File: src/rtl/fetch_unit.sv
// fetch_unit -- instruction fetch front end.
//
// Issues sequential word fetches to an in-order memory port. It keeps at most
// DEPTH requests in flight plus buffered, so every response always has a free
// FIFO slot. Instructions are presented to the decoder from a DEPTH-entry FIFO
// of {pc, inst}. A redirect flushes the FIFO, restarts fetch at a new PC and
// marks every still-outstanding response as stale so that it is dropped on
// arrival.
//
// Ports
//   clk_i, rstn_i         clock, asynchronous active-low reset
//   mem_req_o/mem_addr_o  fetch request and its word address (byte addr >> 2)
//   mem_gnt_i             request accepted this cycle
//   mem_rvalid_i/rdata_i  in-order read response
//   inst_valid_o/ready_i  decoder handshake
//   inst_o/inst_pc_o      buffered instruction word and its byte address
//   redirect_i/pc_i       flush and restart fetch at redirect_pc_i (bits [1:0] ignored)
module fetch_unit #(
  parameter int                ADDR_W   = 32,
  parameter int                DEPTH    = 4,
  parameter logic [ADDR_W-1:0] RESET_PC = '0
) (
  input  logic              clk_i,
  input  logic              rstn_i,
  output logic              mem_req_o,
  output logic [ADDR_W-3:0] mem_addr_o,
  input  logic              mem_gnt_i,
  input  logic              mem_rvalid_i,
  input  logic [31:0]       mem_rdata_i,
  output logic              inst_valid_o,
  input  logic              inst_ready_i,
  output logic [31:0]       inst_o,
  output logic [ADDR_W-1:0] inst_pc_o,
  input  logic              redirect_i,
  input  logic [ADDR_W-1:0] redirect_pc_i
);

  localparam int PTR_W = $clog2(DEPTH);
  localparam int CNT_W = PTR_W + 1;
  localparam int WA_W  = ADDR_W - 2;
  localparam logic [CNT_W:0]  DEPTH_C   = (CNT_W+1)'(DEPTH);
  localparam logic [WA_W-1:0] RESET_WPC = RESET_PC[ADDR_W-1:2];

  // PCs are kept as word addresses; the two low byte bits are always zero.
  logic [WA_W-1:0]  fetch_wpc_q, fetch_wpc_d;
  logic [WA_W-1:0]  rsp_wpc_q, rsp_wpc_d;
  logic [CNT_W-1:0] count_q, count_d;
  logic [CNT_W-1:0] outst_q, outst_d;
  logic [CNT_W-1:0] discard_q, discard_d;
  logic [PTR_W-1:0] rd_ptr_q, rd_ptr_d;
  logic [PTR_W-1:0] wr_ptr_q, wr_ptr_d;
  logic [WA_W-1:0]  fifo_wpc_q [DEPTH];
  logic [WA_W-1:0]  fifo_wpc_d [DEPTH];
  logic [31:0]      fifo_inst_q [DEPTH];
  logic [31:0]      fifo_inst_d [DEPTH];

  logic [CNT_W:0] occupancy;
  logic           grant;
  logic           rsp_vld;
  logic           rsp_keep;
  logic           pop;
  logic           unused_pc_bits;

  // A response with nothing outstanding can only be a leftover from before
  // reset; ignoring it keeps the counters from underflowing.
  assign rsp_vld  = mem_rvalid_i && (outst_q != '0);
  assign rsp_keep = rsp_vld && (discard_q == '0) && !redirect_i;

  // Counting buffered plus in-flight entries reserves a FIFO slot for every
  // request at issue time, so the FIFO can never overflow. The sum only grows
  // on a grant, which keeps a raised request (and its address) stable until
  // it is accepted.
  assign occupancy  = {1'b0, count_q} + {1'b0, outst_q};
  assign mem_req_o  = rstn_i && !redirect_i && (occupancy < DEPTH_C);
  assign mem_addr_o = fetch_wpc_q;
  assign grant      = mem_req_o && mem_gnt_i;

  assign inst_valid_o = (count_q != '0);
  assign pop          = inst_valid_o && inst_ready_i;
  assign inst_o       = inst_valid_o ? fifo_inst_q[rd_ptr_q] : '0;
  assign inst_pc_o    = inst_valid_o ? {fifo_wpc_q[rd_ptr_q], 2'b00} : '0;

  assign unused_pc_bits = ^redirect_pc_i[1:0];

  always_comb begin
    fetch_wpc_d = fetch_wpc_q;
    rsp_wpc_d   = rsp_wpc_q;
    count_d     = count_q;
    outst_d     = outst_q;
    discard_d   = discard_q;
    rd_ptr_d    = rd_ptr_q;
    wr_ptr_d    = wr_ptr_q;
    fifo_wpc_d  = fifo_wpc_q;
    fifo_inst_d = fifo_inst_q;

    if (rsp_keep) begin
      fifo_wpc_d[wr_ptr_q]  = rsp_wpc_q;
      fifo_inst_d[wr_ptr_q] = mem_rdata_i;
    end

    if (redirect_i) begin
      // Everything still in flight belongs to the old stream; a response
      // arriving this very cycle is already dropped, so it is not counted.
      fetch_wpc_d = redirect_pc_i[ADDR_W-1:2];
      rsp_wpc_d   = redirect_pc_i[ADDR_W-1:2];
      count_d     = '0;
      rd_ptr_d    = wr_ptr_q;
      outst_d     = outst_q - CNT_W'(rsp_vld);
      discard_d   = outst_q - CNT_W'(rsp_vld);
    end else begin
      if (grant) begin
        fetch_wpc_d = fetch_wpc_q + WA_W'(1);
      end
      outst_d = outst_q + CNT_W'(grant) - CNT_W'(rsp_vld);
      if (rsp_keep) begin
        wr_ptr_d  = wr_ptr_q + PTR_W'(1);
        rsp_wpc_d = rsp_wpc_q + WA_W'(1);
      end
      if (rsp_vld && (discard_q != '0)) begin
        discard_d = discard_q - CNT_W'(1);
      end
      if (pop) begin
        rd_ptr_d = rd_ptr_q + PTR_W'(1);
      end
      count_d = count_q + CNT_W'(rsp_keep) - CNT_W'(pop);
    end
  end

  always_ff @(posedge clk_i or negedge rstn_i) begin
    if (!rstn_i) begin
      fetch_wpc_q <= RESET_WPC;
      rsp_wpc_q   <= RESET_WPC;
      count_q     <= '0;
      outst_q     <= '0;
      discard_q   <= '0;
      rd_ptr_q    <= '0;
      wr_ptr_q    <= '0;
    end else begin
      fetch_wpc_q <= fetch_wpc_d;
      rsp_wpc_q   <= rsp_wpc_d;
      count_q     <= count_d;
      outst_q     <= outst_d;
      discard_q   <= discard_d;
      rd_ptr_q    <= rd_ptr_d;
      wr_ptr_q    <= wr_ptr_d;
    end
  end

  // FIFO storage carries no reset; outputs are masked while the FIFO is empty.
  always_ff @(posedge clk_i) begin
    fifo_wpc_q  <= fifo_wpc_d;
    fifo_inst_q <= fifo_inst_d;
  end

endmodule

File: config.mk
export PLATFORM = sky130hd
export DESIGN_NAME = fetch_unit
export DESIGN_NICKNAME = d
export VERILOG_FILES = /design/src/rtl/fetch_unit.sv
export SDC_FILE = /design/constraint.sdc
export NUM_CORES = 1
export LEC_CHECK = 0
export BUFFER_PORTS_ARGS = -buffer_cell sky130_fd_sc_hd__buf_2
export CAP_MARGIN = 20
export CORE_MARGIN = 2
export CORE_UTILIZATION = 33
export DETAILED_ROUTE_END_ITERATION = 8
export SLEW_MARGIN = 0
export SYNTH_ARGS = -nofsm -noshare
export SYNTH_HDL_FRONTEND = slang
export SYNTH_SLANG_ARGS = --single-unit
File: constraint.sdc
create_clock -name clk_i -period 3.3 [get_ports clk_i]
set_input_delay 0.66 -clock clk_i [delete_from_list [all_inputs] [get_ports clk_i]]
set_output_delay 0.66 -clock clk_i [all_outputs]
set_load 0.01 [all_outputs]
Word level (Yosys, flattened, before mapping). Index checks and enable logic that the tools add are counted. Widths: inputs -> output; s select.

Flip-flop bits (word level): 321. Input port bits: 70. Output and inout port bits: 96. Word-level logic and storage cells: 76.

Add/subtract/negate cells: 11. Order comparisons: 4. Multiplexer cells: 24. Bitwise logic cells: 3. Reduce and logical (&&, ||, !) cells: 19.

Operators by type and width (count): $mux 30 (7); $mux 32 (5); $bwmux 128 (1); $bwmux 120 (1); $bmux 32 s2 (1); $demux 32 s2 (1); $add 30x1->30 const B (2); $bmux 30 s2 (1); $demux 30 s2 (1); $mux 3 (4); $logic_and 1x1->1 (9); $reduce_bool 3->1 (3); $sub 3x1->3 (3); $reduce_bool 2->1 (4); $add 3x1->3 (2); $ge 3x3->1 const B (2); $not 2->3 (2); $add 2x1->2 const B (2); $add 3x3->4 (1); $lt 4x3->1 const B (1); $mux 2 (2); $logic_not 3->1 (1); $lt 3x1->1 const B (1); $sub 3x1->3 const B (1); other kinds (3) (3).

Longest topological paths before layout.
Depth in word-level cells: 7. Mapped depth: 12. Gate-level depth less buffers: 12.

Worst setup path before layout. OpenSTA, ideal clock, no wires.

Path kind: input -> register. Start: input port redirect_i. End: register fifo_inst_q[0] in the netlist's numbering (enable). Setup time: 426 ps. Arrival time: 3093 ps. Path slack: -220 ps. Stages: 4. Path through: clkbuf_1 clkbuf_1 nor3_1 and2_1.

Cells in the longest elaborated chain, start to end: 2.

RTL lines: start, declared (line 34) `input logic redirect_i,`; $logic_not 1->1 (line 67) `assign rsp_keep = rsp_vld && (discard_q == '0) && !redirect_i;`; $logic_and 1x1->1 (line 67); end signal, assigned (line 152) `fifo_inst_q <= fifo_inst_d;`; end, declared (line 54) `logic [31:0] fifo_inst_q [DEPTH];`.

Every way passes these cells. A chain may end at the register's enable or synchronous reset.

Worst setup path in the final report.
Start: register rd_ptr_q[0]. End: output port inst_pc_o[23].

Cells in the longest elaborated chain, start to end: 5.

RTL lines: start, declared (line 50) `logic [PTR_W-1:0] rd_ptr_q, rd_ptr_d;`; start signal, assigned (line 144) `rd_ptr_q <= rd_ptr_d;`; $not 2->3 (implied by the code) (line 81) `assign inst_pc_o = inst_valid_o ? {fifo_wpc_q[rd_ptr_q], 2'b00} : '0;`; $bmux 30 s2 (line 81); $mux 30 (implied by the code) (2 in series) (line 81); $mux 32 (line 81); end, declared (line 33) `output logic [ADDR_W-1:0] inst_pc_o,`.

Every way passes these cells. The select of a mux whose other input is x is not followed.

==> results.sh <==
export IMPL_holdWs_ns=0.1683
export IMPL_r2r_slack_ns=0.33
export IMPL_hold_viol_final=0
export IMPL_drive_gt1_share_pct=30.97
export IMPL_fin_skew_ns=0.01864
export IMPL_crit_fanout=18
export IMPL_crit_required_ns=2.64
export IMPL_crit_chain="buf_4, mux4_2, and2_1, buf_2"
export IMPL_multi_input_area_mm2=0.004033
export IMPL_cp_slowest_cell="dfrtp_4"
export IMPL_grt_usage_pct=15.16
export IMPL_clk_path_buf_depth=3
export IMPL_core_mm2=0.04065
export IMPL_synthTopCellsByArea="edfxtp_1, dfrtp_1, mux4_2, and2_1, xor2_1"
export IMPL_die_area_mm2=0.04270
export IMPL_synthSimpleGateAreaFrac_pct=9.990
export IMPL_ys_ff_latch=321
export IMPL_antenna_found_initial=1
export IMPL_rsz0062_at_grt="false"
export IMPL_ys_flop_type="edfxtp_1"
export IMPL_cpLargestDelayFamily="flip-flops"
export IMPL_wire_per_inst_um=20.17
export IMPL_synth_warnings=0
export IMPL_place_congestion=0.7959
export IMPL_cts_sinks=321
export IMPL_cts_root_buf="clkbuf_16"
export IMPL_synth_compound_area_share_pct=3.998
export IMPL_crit_buf_inv=2
export IMPL_pin_count=166
export IMPL_cts_tree="built"
export IMPL_vdd_drop_max_uv=628.9
export IMPL_drv_slew=0
export IMPL_slew_headroom_pct=48.37
export IMPL_drt_pre_antenna_iters=5
export IMPL_cts_hold_buf=0
export IMPL_drt_iter0_markers=562
export IMPL_synth_common_cells="edfxtp_1, dfrtp_1, and2_1, mux4_2, nand2_1"
export IMPL_postLayoutCoreUtil_pct=40.21
export IMPL_grt_pass1_vias=8047
export IMPL_grt_max_degree=69
export IMPL_reg2regPathDepth=11
export IMPL_fin_crit_ns=3.063
export IMPL_drc=0
export IMPL_drt_total_wl_um=32040
export IMPL_synth_cell_types=44
export IMPL_cts_inserted_buffers=36
export IMPL_synth_xor_area_share_pct=2.714
export IMPL_fin_cells=1588
export IMPL_dp_hpwl_um=20180
export IMPL_dp_cells=1522
export IMPL_cts_resized=0
export IMPL_detailed_place_area_mm2=0.01514
export IMPL_row_count=74
export IMPL_max_freq_mhz=326.5
export IMPL_initial_core_util_pct=33.34
export IMPL_synth_most_common_cell="edfxtp_1"
export IMPL_synth_top_area_share_pct=54.95
export IMPL_ff_latch_area_mm2=0.009279
export IMPL_p_per_area_mw_per_mm2=752.9
export IMPL_synth_area_mux_share_pct=11.18
export IMPL_synthAdderAreaFrac_pct=1.773
export IMPL_syn_area_per_cell_um2=16.02
export IMPL_post_cts_buffers=0
export IMPL_die_w_um=206.6
export IMPL_vias=8014
export IMPL_status="complete, no violations"
export IMPL_hold_path_class="input port to asynchronous set/reset pin"
export IMPL_synth_top_family_by_area="multiplexers"
export IMPL_crit_arrival_ns=2.40
export IMPL_fin_nets=1116
export IMPL_clock_latency_ns=0.51
export IMPL_setup_violations=0
export IMPL_setup_tns_final_ns=0
export IMPL_yosysSeqAreaShare_pct=68.43
export IMPL_fill_cells=3727
export IMPL_portBuffers=161
export IMPL_area_growth_pct=20.61
export IMPL_cts_clk_slew_worst_paths_ns=0.07
export IMPL_die_y_um=206.6
export IMPL_synthCells=846
export IMPL_diodes=0
export IMPL_overflow=0
export IMPL_viasPerCell=5.047
export IMPL_synth_edf_count=248
export IMPL_cts_max_level=2
export IMPL_layout_worst_path_cycle_share_pct=92.81
export IMPL_r2r_start="outst_q[2]"
export IMPL_ant_nets=0
export IMPL_slowest_delay_ns=0.67
export IMPL_netlist_area_mm2=0.01355
export IMPL_max_cap_violations=0
export IMPL_p_leak_uw=0.005952
export IMPL_grt_pass1_wl_um=48780
export IMPL_synthArstFlopShare_pct=22.74
export IMPL_cp_start_kind="flop"
export IMPL_r2r_end="outst_q[2]"
export IMPL_end_kind="output pin"
export IMPL_yosys_area_top_type="edfxtp_1"
export IMPL_path_class="flop to output pin"
export IMPL_finalInstanceArea_mm2=0.01634
export IMPL_worst_pin_slew_ns=0.7734
power breakdown:
group	switching, uW	internal, uW	total, uW
clock network	1620	2450	4060
logic	1710	1570	3290
registers	297	4660	4960
stage by stage:
step                setup slack (ns)  power, uW
CTS                           0.1371      12530
global route                 0.06481      13020
floorplan                     0.1474       7109
finish                        0.2374      12310
global placement              0.2791       8393
detailed placement            0.2964       8427
worst max path at each step:
stage,to,depth (start not counted),start,slack [ns]
3_5_place_dp,outst_q[2],11,rstn_i,0.30
2_1_floorplan,outst_q[2],12,outst_q[2],0.15
4_1_cts,inst_pc_o[23],4,rd_ptr_q[0],0.14
3_3_place_gp,outst_q[2],11,rstn_i,0.28
5_1_grt,outst_q[2],11,outst_q[2],0.06
6_report,inst_pc_o[23],4,rd_ptr_q[0],0.24
placed cells by master, fill, tap and decap left out, types with 5 or more instances in the layout:
| cell | netlist | routed |
|---|---|---|
| and2_1 | 70 | 66 |
| xnor2_1 | 13 | 13 |
| a21oi_1 | 11 | 11 |
| o211ai_1 | 16 | 16 |
| clkinv_2 | 0 | 6 |
| nand3_1 | 30 | 30 |
| mux4_2 | 62 | 62 |
| nand2_1 | 56 | 56 |
| clkinv_1 | 0 | 5 |
| buf_4 | 3 | 20 |
| and3_1 | 14 | 14 |
| nor3_1 | 8 | 8 |
| inv_1 | 16 | 16 |
| o311ai_0 | 5 | 5 |
| a21boi_0 | 9 | 9 |
| clkbuf_16 | 0 | 37 |
| dfrtp_1 | 73 | 71 |
| nand4_1 | 23 | 23 |
| a31oi_1 | 5 | 5 |
| nor2_1 | 15 | 15 |
| xor2_1 | 29 | 29 |
| ha_1 | 16 | 16 |
| nand2b_1 | 6 | 6 |
| buf_12 | 0 | 7 |
| mux2_2 | 7 | 7 |
| buf_2 | 9 | 160 |
| o21ai_0 | 32 | 32 |
| edfxtp_1 | 248 | 248 |
kinds of logic (layout without fill, tap and decap cells):
kind of cell,Yosys count,in the layout
DFF,321,321
muxes,73,73
and+or+nand+nor,243,243
adders and majority gates,18,18
xor gates and xnor gates,42,42
buffers and inverters,62,271
AOI/OAI and AO/OA,86,86
other,1,2
per-layer routing:
layer | share of wire [%] | up-vias | global-route usage, %
met5 | 0 | - | 0
met4 | 1.9 | 0 | 3.393
met3 | 5.6 | 49 | 2.590
met2 | 45 | 248 | 23.65
met1 | 47 | 4094 | 22.23
li1 | - | 3623 | -
sequential cells by signal, summed over array words and instances, names as in the netlist:
register and cells:
fifo_inst_q 128, fifo_wpc_q 120, mem_addr_o 30, rsp_wpc_q 30, count_q 3, discard_q 3
outst_q 3, rd_ptr_q 2, wr_ptr_q 2
final cells by class:
type,instances,share of cell area [%]
clock buffer,44,6.009
clock inverter,22,1.386
inverter,18,0.4134
multi-input combinational,464,24.67
sequential,321,56.77
tap,532,4.073
timing repair buffer,187,6.675
(Power assumes the default switching activity.)
